File: src/rtl/i2s_rx.sv
// I2S receiver: brings an external SCK/WS/SD stream into the i_clk domain, assembles
// left/right words and queues complete stereo pairs in a small FIFO.
module i2s_rx #(
    parameter int DATA_WIDTH  = 32,
    parameter int FIFO_DEPTH  = 2,
    parameter int SYNC_STAGES = 2
) (
    input  logic                            i_clk,
    input  logic                            i_rst,
    input  logic                            i_enable,
    input  logic                            i_clr,
    input  logic                            i_sck,
    input  logic                            i_ws,
    input  logic                            i_sd,
    output logic                            o_valid,
    input  logic                            i_ready,
    output logic [DATA_WIDTH-1:0]           o_left,
    output logic [DATA_WIDTH-1:0]           o_right,
    output logic [$clog2(FIFO_DEPTH+1)-1:0] o_level,
    output logic                            o_overrun,
    output logic                            o_frame_err,
    output logic [1:0]                      o_state
);
    localparam int CW = $clog2(DATA_WIDTH + 1);
    localparam int LW = $clog2(FIFO_DEPTH + 1);
    localparam int PW = (FIFO_DEPTH > 1) ? $clog2(FIFO_DEPTH) : 1;

    typedef enum logic [1:0] {IDLE = 2'd0, SYNC = 2'd1, LEFT = 2'd2, RIGHT = 2'd3} state_t;

    logic [2:0]              sync_q [SYNC_STAGES];
    logic                    sck_s, ws_s, sd_s;
    logic                    sck_prev_q, evt_q, ws_evt_q, sd_evt_q, ws_last_q;
    state_t                  state_q, state_d;
    logic [CW-1:0]           cnt_q, cnt_d, cnt_inc;
    logic [DATA_WIDTH-1:0]   sr_q, sr_d, sr_shift, left_q, left_d;
    logic                    hold_q, hold_d, push, err_set, full, ws_chg;
    logic [2*DATA_WIDTH-1:0] mem_q [FIFO_DEPTH];
    logic [PW-1:0]           wr_ptr_q, rd_ptr_q;
    logic [LW-1:0]           level_q;
    logic                    overrun_q, frame_err_q, pop, push_ok;

    function automatic logic [PW-1:0] ptr_inc(input logic [PW-1:0] p);
        return (p == PW'(FIFO_DEPTH - 1)) ? '0 : p + PW'(1);
    endfunction

    always_ff @(posedge i_clk or posedge i_rst) begin
        if (i_rst) begin
            for (int i = 0; i < SYNC_STAGES; i++) sync_q[i] <= '0;
        end else begin
            sync_q[0] <= {i_sck, i_ws, i_sd};
            for (int i = 1; i < SYNC_STAGES; i++) sync_q[i] <= sync_q[i-1];
        end
    end

    assign {sck_s, ws_s, sd_s} = sync_q[SYNC_STAGES-1];

    // Handshake: a pair transfers on every cycle with o_valid && i_ready; the head holds until then.
    assign pop     = o_valid && i_ready;
    assign push_ok = push && ((level_q < LW'(FIFO_DEPTH)) || pop);

    assign full     = (cnt_q == CW'(DATA_WIDTH));
    assign sr_shift = full ? sr_q : {sr_q[DATA_WIDTH-2:0], sd_evt_q};
    assign cnt_inc  = full ? cnt_q : cnt_q + CW'(1);
    assign ws_chg   = (ws_evt_q != ws_last_q);

    always_comb begin
        state_d = state_q;
        cnt_d   = cnt_q;
        sr_d    = sr_q;
        left_d  = left_q;
        hold_d  = hold_q;
        push    = 1'b0;
        err_set = 1'b0;
        case (state_q)
            IDLE:  if (i_enable) state_d = SYNC;
            SYNC:  if (evt_q && ws_last_q && !ws_evt_q) begin
                       state_d = LEFT;
                       cnt_d   = '0;
                   end
            default: if (evt_q) begin
                // The bit sampled with a WS change still belongs to the old word.
                sr_d  = sr_shift;
                cnt_d = cnt_inc;
                if (ws_chg) begin
                    cnt_d   = '0;
                    state_d = ws_evt_q ? RIGHT : LEFT;
                    if (cnt_inc != CW'(DATA_WIDTH)) begin
                        err_set = 1'b1;
                        if (state_q == LEFT) hold_d = 1'b0;
                    end else if (state_q == LEFT) begin
                        left_d = sr_shift;
                        hold_d = 1'b1;
                    end else if (hold_q) begin
                        push   = 1'b1;
                        hold_d = 1'b0;
                    end
                end
            end
        endcase
        if (!i_enable) begin
            state_d = IDLE;
            cnt_d   = '0;
            hold_d  = 1'b0;
            push    = 1'b0;
            err_set = 1'b0;
        end
    end

    always_ff @(posedge i_clk or posedge i_rst) begin
        if (i_rst) begin
            sck_prev_q  <= 1'b0;
            evt_q       <= 1'b0;
            ws_evt_q    <= 1'b0;
            sd_evt_q    <= 1'b0;
            ws_last_q   <= 1'b0;
            state_q     <= IDLE;
            cnt_q       <= '0;
            sr_q        <= '0;
            left_q      <= '0;
            hold_q      <= 1'b0;
            for (int i = 0; i < FIFO_DEPTH; i++) mem_q[i] <= '0;
            wr_ptr_q    <= '0;
            rd_ptr_q    <= '0;
            level_q     <= '0;
            overrun_q   <= 1'b0;
            frame_err_q <= 1'b0;
        end else begin
            sck_prev_q <= sck_s;
            evt_q      <= sck_s & ~sck_prev_q;
            ws_evt_q   <= ws_s;
            sd_evt_q   <= sd_s;
            if (evt_q) ws_last_q <= ws_evt_q;
            state_q <= state_d;
            cnt_q   <= cnt_d;
            sr_q    <= sr_d;
            left_q  <= left_d;
            hold_q  <= hold_d;
            if (push_ok) begin
                mem_q[wr_ptr_q] <= {left_q, sr_d};
                wr_ptr_q        <= ptr_inc(wr_ptr_q);
            end
            if (pop) rd_ptr_q <= ptr_inc(rd_ptr_q);
            level_q <= level_q + LW'(push_ok) - LW'(pop);
            if (push && !push_ok) overrun_q <= 1'b1;
            else if (i_clr)       overrun_q <= 1'b0;
            if (err_set)          frame_err_q <= 1'b1;
            else if (i_clr)       frame_err_q <= 1'b0;
        end
    end

    assign o_valid     = (level_q != '0);
    assign o_left      = mem_q[rd_ptr_q][2*DATA_WIDTH-1:DATA_WIDTH];
    assign o_right     = mem_q[rd_ptr_q][DATA_WIDTH-1:0];
    assign o_level     = level_q;
    assign o_overrun   = overrun_q;
    assign o_frame_err = frame_err_q;
    assign o_state     = state_q;
endmodule

File: config.mk
export PLATFORM = sky130hd
export DESIGN_NAME = i2s_rx
export DESIGN_NICKNAME = d
export VERILOG_FILES = /design/src/rtl/i2s_rx.sv
export SDC_FILE = /design/constraint.sdc
export NUM_CORES = 1
export LEC_CHECK = 0
export ABC_AREA = 1
export BUFFER_PORTS_ARGS = -buffer_cell sky130_fd_sc_hd__buf_2
export CAP_MARGIN = 5
export CORE_ASPECT_RATIO = 0.7
export CORE_MARGIN = 2
export CORE_UTILIZATION = 26
export CTS_CLUSTER_DIAMETER = 150
export CTS_CLUSTER_SIZE = 24
export DETAILED_ROUTE_END_ITERATION = 6
export GPL_ROUTABILITY_DRIVEN = 1
export SLEW_MARGIN = 10
export SYNTH_ARGS = -nofsm -noshare
export SYNTH_HDL_FRONTEND = slang
export SYNTH_SLANG_ARGS = --single-unit
File: constraint.sdc
create_clock -name i_clk -period 9.55 [get_ports i_clk]
set_input_delay 2.3875 -clock i_clk [delete_from_list [all_inputs] [get_ports i_clk]]
set_output_delay 2.3875 -clock i_clk [all_outputs]
set_load 0.05 [all_outputs]
==> impl_metrics.yaml <==
run_status:
  status: "complete, no violations"
clocking:
  numClockSinks: 218
  clk_latency_ns: 0.48
  hold_buffers: 0
  cts-root-buf: "clkbuf_16"
  post_cts_buffers: 0
  cts_tree: "done"
  clk_pin_slew_worst_paths_ns: 0.10
  post_cts_resized: 0
  numCtsBuffers: 13
  cts_max_level: 1
  cts_buffer_depth: 3
power:
  p_leak_nw: 5.58
  total_power_w: 0.00252
  p_per_area_nw_per_um2: 213
  intPower_w: 0.00137
  p_sw_share_pct: 45.8
  p_switching_w: 0.00116
  p_seq_share_pct: 38.7
  clockPowerShare_pct: 23.0
  ir_worst_vdd_mv: 0.151
  power_frac_comb_pct: 38.3
sta:
  setup_tns_ns: 0
  setup_violations: 0
  max_freq_mhz: 196
  drv_slew: 0
  slew_headroom_pct: 20.9
  grt_setup_unrepaired: "no"
  hold_viol: 0
  period_needed_ns: 5.11
  timing.final.ws_setup_ns: 4.44
  worst_pin_slew_ns: 1.19
  fin_crit_sh_pct: 53.5
  fin_skew_ns: 0.0287
finish:
  antennaDiodeCount: 0
  multi_input_area_um2: 4080
  nets: 1335
  stdcell_count: 1869
  layout_commonest_cell: "nand2_1"
  finish.utilization_pct: 28.9
  drive_above_1_share_pct: 8.98
  fillerInstances: 4370
  final_cell_mix: "nand2_1, dfrtp_1, inv_1, nand3_1, o21bai_1"
  syn2layout_area_growth_pct: 9.06
  seqCellArea_um2: 5460
die:
  die_height_um: 175
  fp.dieW_um: 249
  boundaryPins: 79
  start_util_pct: 26.5
  die-area_um2: 43500
  rows: 62
  core_um2: 41100
synthesis:
  ys_types: 31
  synth_enable_flop_cells: 0
  synthCells: 1314
  syn_avg_cell_area_um2: 8.28
  synthArstFlopShare_pct: 100
  ys_seq_area_share_pct: 50.1
  ys.flop_type: "dfrtp_1"
  syn_nets: 1326
  ys.warnings.count: 0
  synth_seq_cells: 218
  syn_area_um2: 10900
detailed_routing:
  wirelength_um: 25700
  via_count: 8224
  drtPass1Iterations: 5
  drc: 0
  post_drt_wl_per_cell_um: 13.7
  drt_iter0_drc: 567
  ant_nets: 0
  viasPerCell: 4.40
setup_path:
  slowest_delay_ns: 0.80
  critPathCaptureType: "primary output"
  cp.required_ns: 7.16
  arrival_ns: 2.72
  critical-path-top-delay-family: "buffers and inverters"
  critPathLaunchType: "register"
  cp_num_buf_inv: 2
  crit_slowest_cell: "dfrtp_4"
  crit_chain: "buf_4 -> nand2_1 -> o21ai_0 -> buf_2"
  cp_max_fo: 75
  critPathKind: "register to primary output"
hold_path:
  hold_path.class: "register to register"
place:
  dp_cells: 1852
  place.gp.congestion: 0.760
  pre_cts_ws_ns: 4.59
  port_buffers: 78
  dp_hpwl_um: 16400
job:
  max-cap-violations: 0
global_route:
  grt_usage_pct: 11.9
  grt_pass1_wl_um: 43200
  grt_max_degree: 140
  grt_pass1_vias: 7958
  grt_overflow: 0
  antenna_found_initial: 0
[cell usage after synthesis, types with 3 or more instances]
cell type  number  area (um^2)
nand4_1         6         37.5
inv_1         214          803
a21oi_1         3         15.0
nor2_1          9         33.8
xor2_1          3         26.3
buf_1          14         52.6
buf_2          11         55.1
buf_6          23          259
o21ai_1        14         70.1
o22ai_1         7         43.8
dfrtp_1       218         5460
nor2_4          4         45.0
clkbuf_1       42          158
o21bai_1      129          968
ha_1            4         50.1
nand3_1       136          681
nand2_1       313         1170
o21a_1         31          233
o21ai_0       116          581
[kinds of logic after synthesis]
| group | synth area share [%] |
|---|---|
| AO/OA/AOI/OAI | 17.7 |
| XOR/XNOR | 0.403 |
| adder cells (fa/ha/maj) | 0.460 |
| buffers and inverters | 12.4 |
| flip-flops | 50.1 |
| AND/OR/NAND/NOR | 18.9 |
[per-layer routing]
layer | wire (um) | vias to the layer above | share of wire (%) | GRT usage, %
li1 | - | 4152 | - | -
met1 | 13400 | 3920 | 52 | 18.3
met2 | 10800 | 129 | 42 | 17.5
met3 | 1130 | 23 | 4.4 | 2.09
met4 | 343 | 0 | 1.3 | 1.65
met5 | 0 | - | 0 | 0
[sequential cells by signal, indices dropped and copies added, names as in the netlist, 2 cells and up]
register and flops:
mem_q 128, cnt_q 6, o_level 2, sync_q 4
sr_q 32, left_q 32, o_state 2
[through the flow]
step                cell area, um^2  hold slack [ns]
floorplan                     10900            0.331
global placement              11500            0.332
detailed placement            11500            0.336
CTS                           11900            0.329
global route                  11900            0.333
finish                        11900            0.334
[final timing paths]
check / slack, ns / cells after the start / to / from
max in group asynchronous: 5.65 / 3 / wr_ptr_q$_DFFE_PP0P_ / i_rst
worst min register to register: 0.33 / 0 / sd_s$_DFF_PP0_ / sync_q[3]$_DFF_PP0_
worst min-delay path: 0.33 / 0 / sd_s$_DFF_PP0_ / sync_q[3]$_DFF_PP0_
worst max-delay path: 4.44 / 4 / o_left[11] / rd_ptr_q$_DFFE_PP0P_
worst max register to register: 5.81 / 13 / o_level[1]$_DFF_PP0_ / cnt_q[0]$_DFFE_PP0P_
min in group asynchronous: 2.13 / 2 / mem_q[98]$_DFFE_PP0P_ / i_rst
[power by group through the flow]
| stage | clock network, W | registers, W | logic (W) |
|---|---|---|---|
| after floorplan | 0 | 0.000977 | 0.000734 |
| after global placement | 0 | 0.000997 | 0.000987 |
| after detailed placement | 0 | 0.000997 | 0.000987 |
| after CTS | 0.000605 | 0.000979 | 0.000989 |
| after global routing | 0.000635 | 0.000983 | 0.00103 |
| final | 0.000580 | 0.000977 | 0.000966 |
[cell type report]
| class | instances | area share, % |
|---|---|---|
| clock buffer | 15 | 2.80 |
| clock inverter | 2 | 0.327 |
| sequential | 218 | 46.0 |
| multi-input combinational | 788 | 34.4 |
| tap | 544 | 5.74 |
| timing repair buffer | 86 | 3.80 |
| inverter | 216 | 6.92 |
No activity file was read; power rests on OpenSTA's default activity.
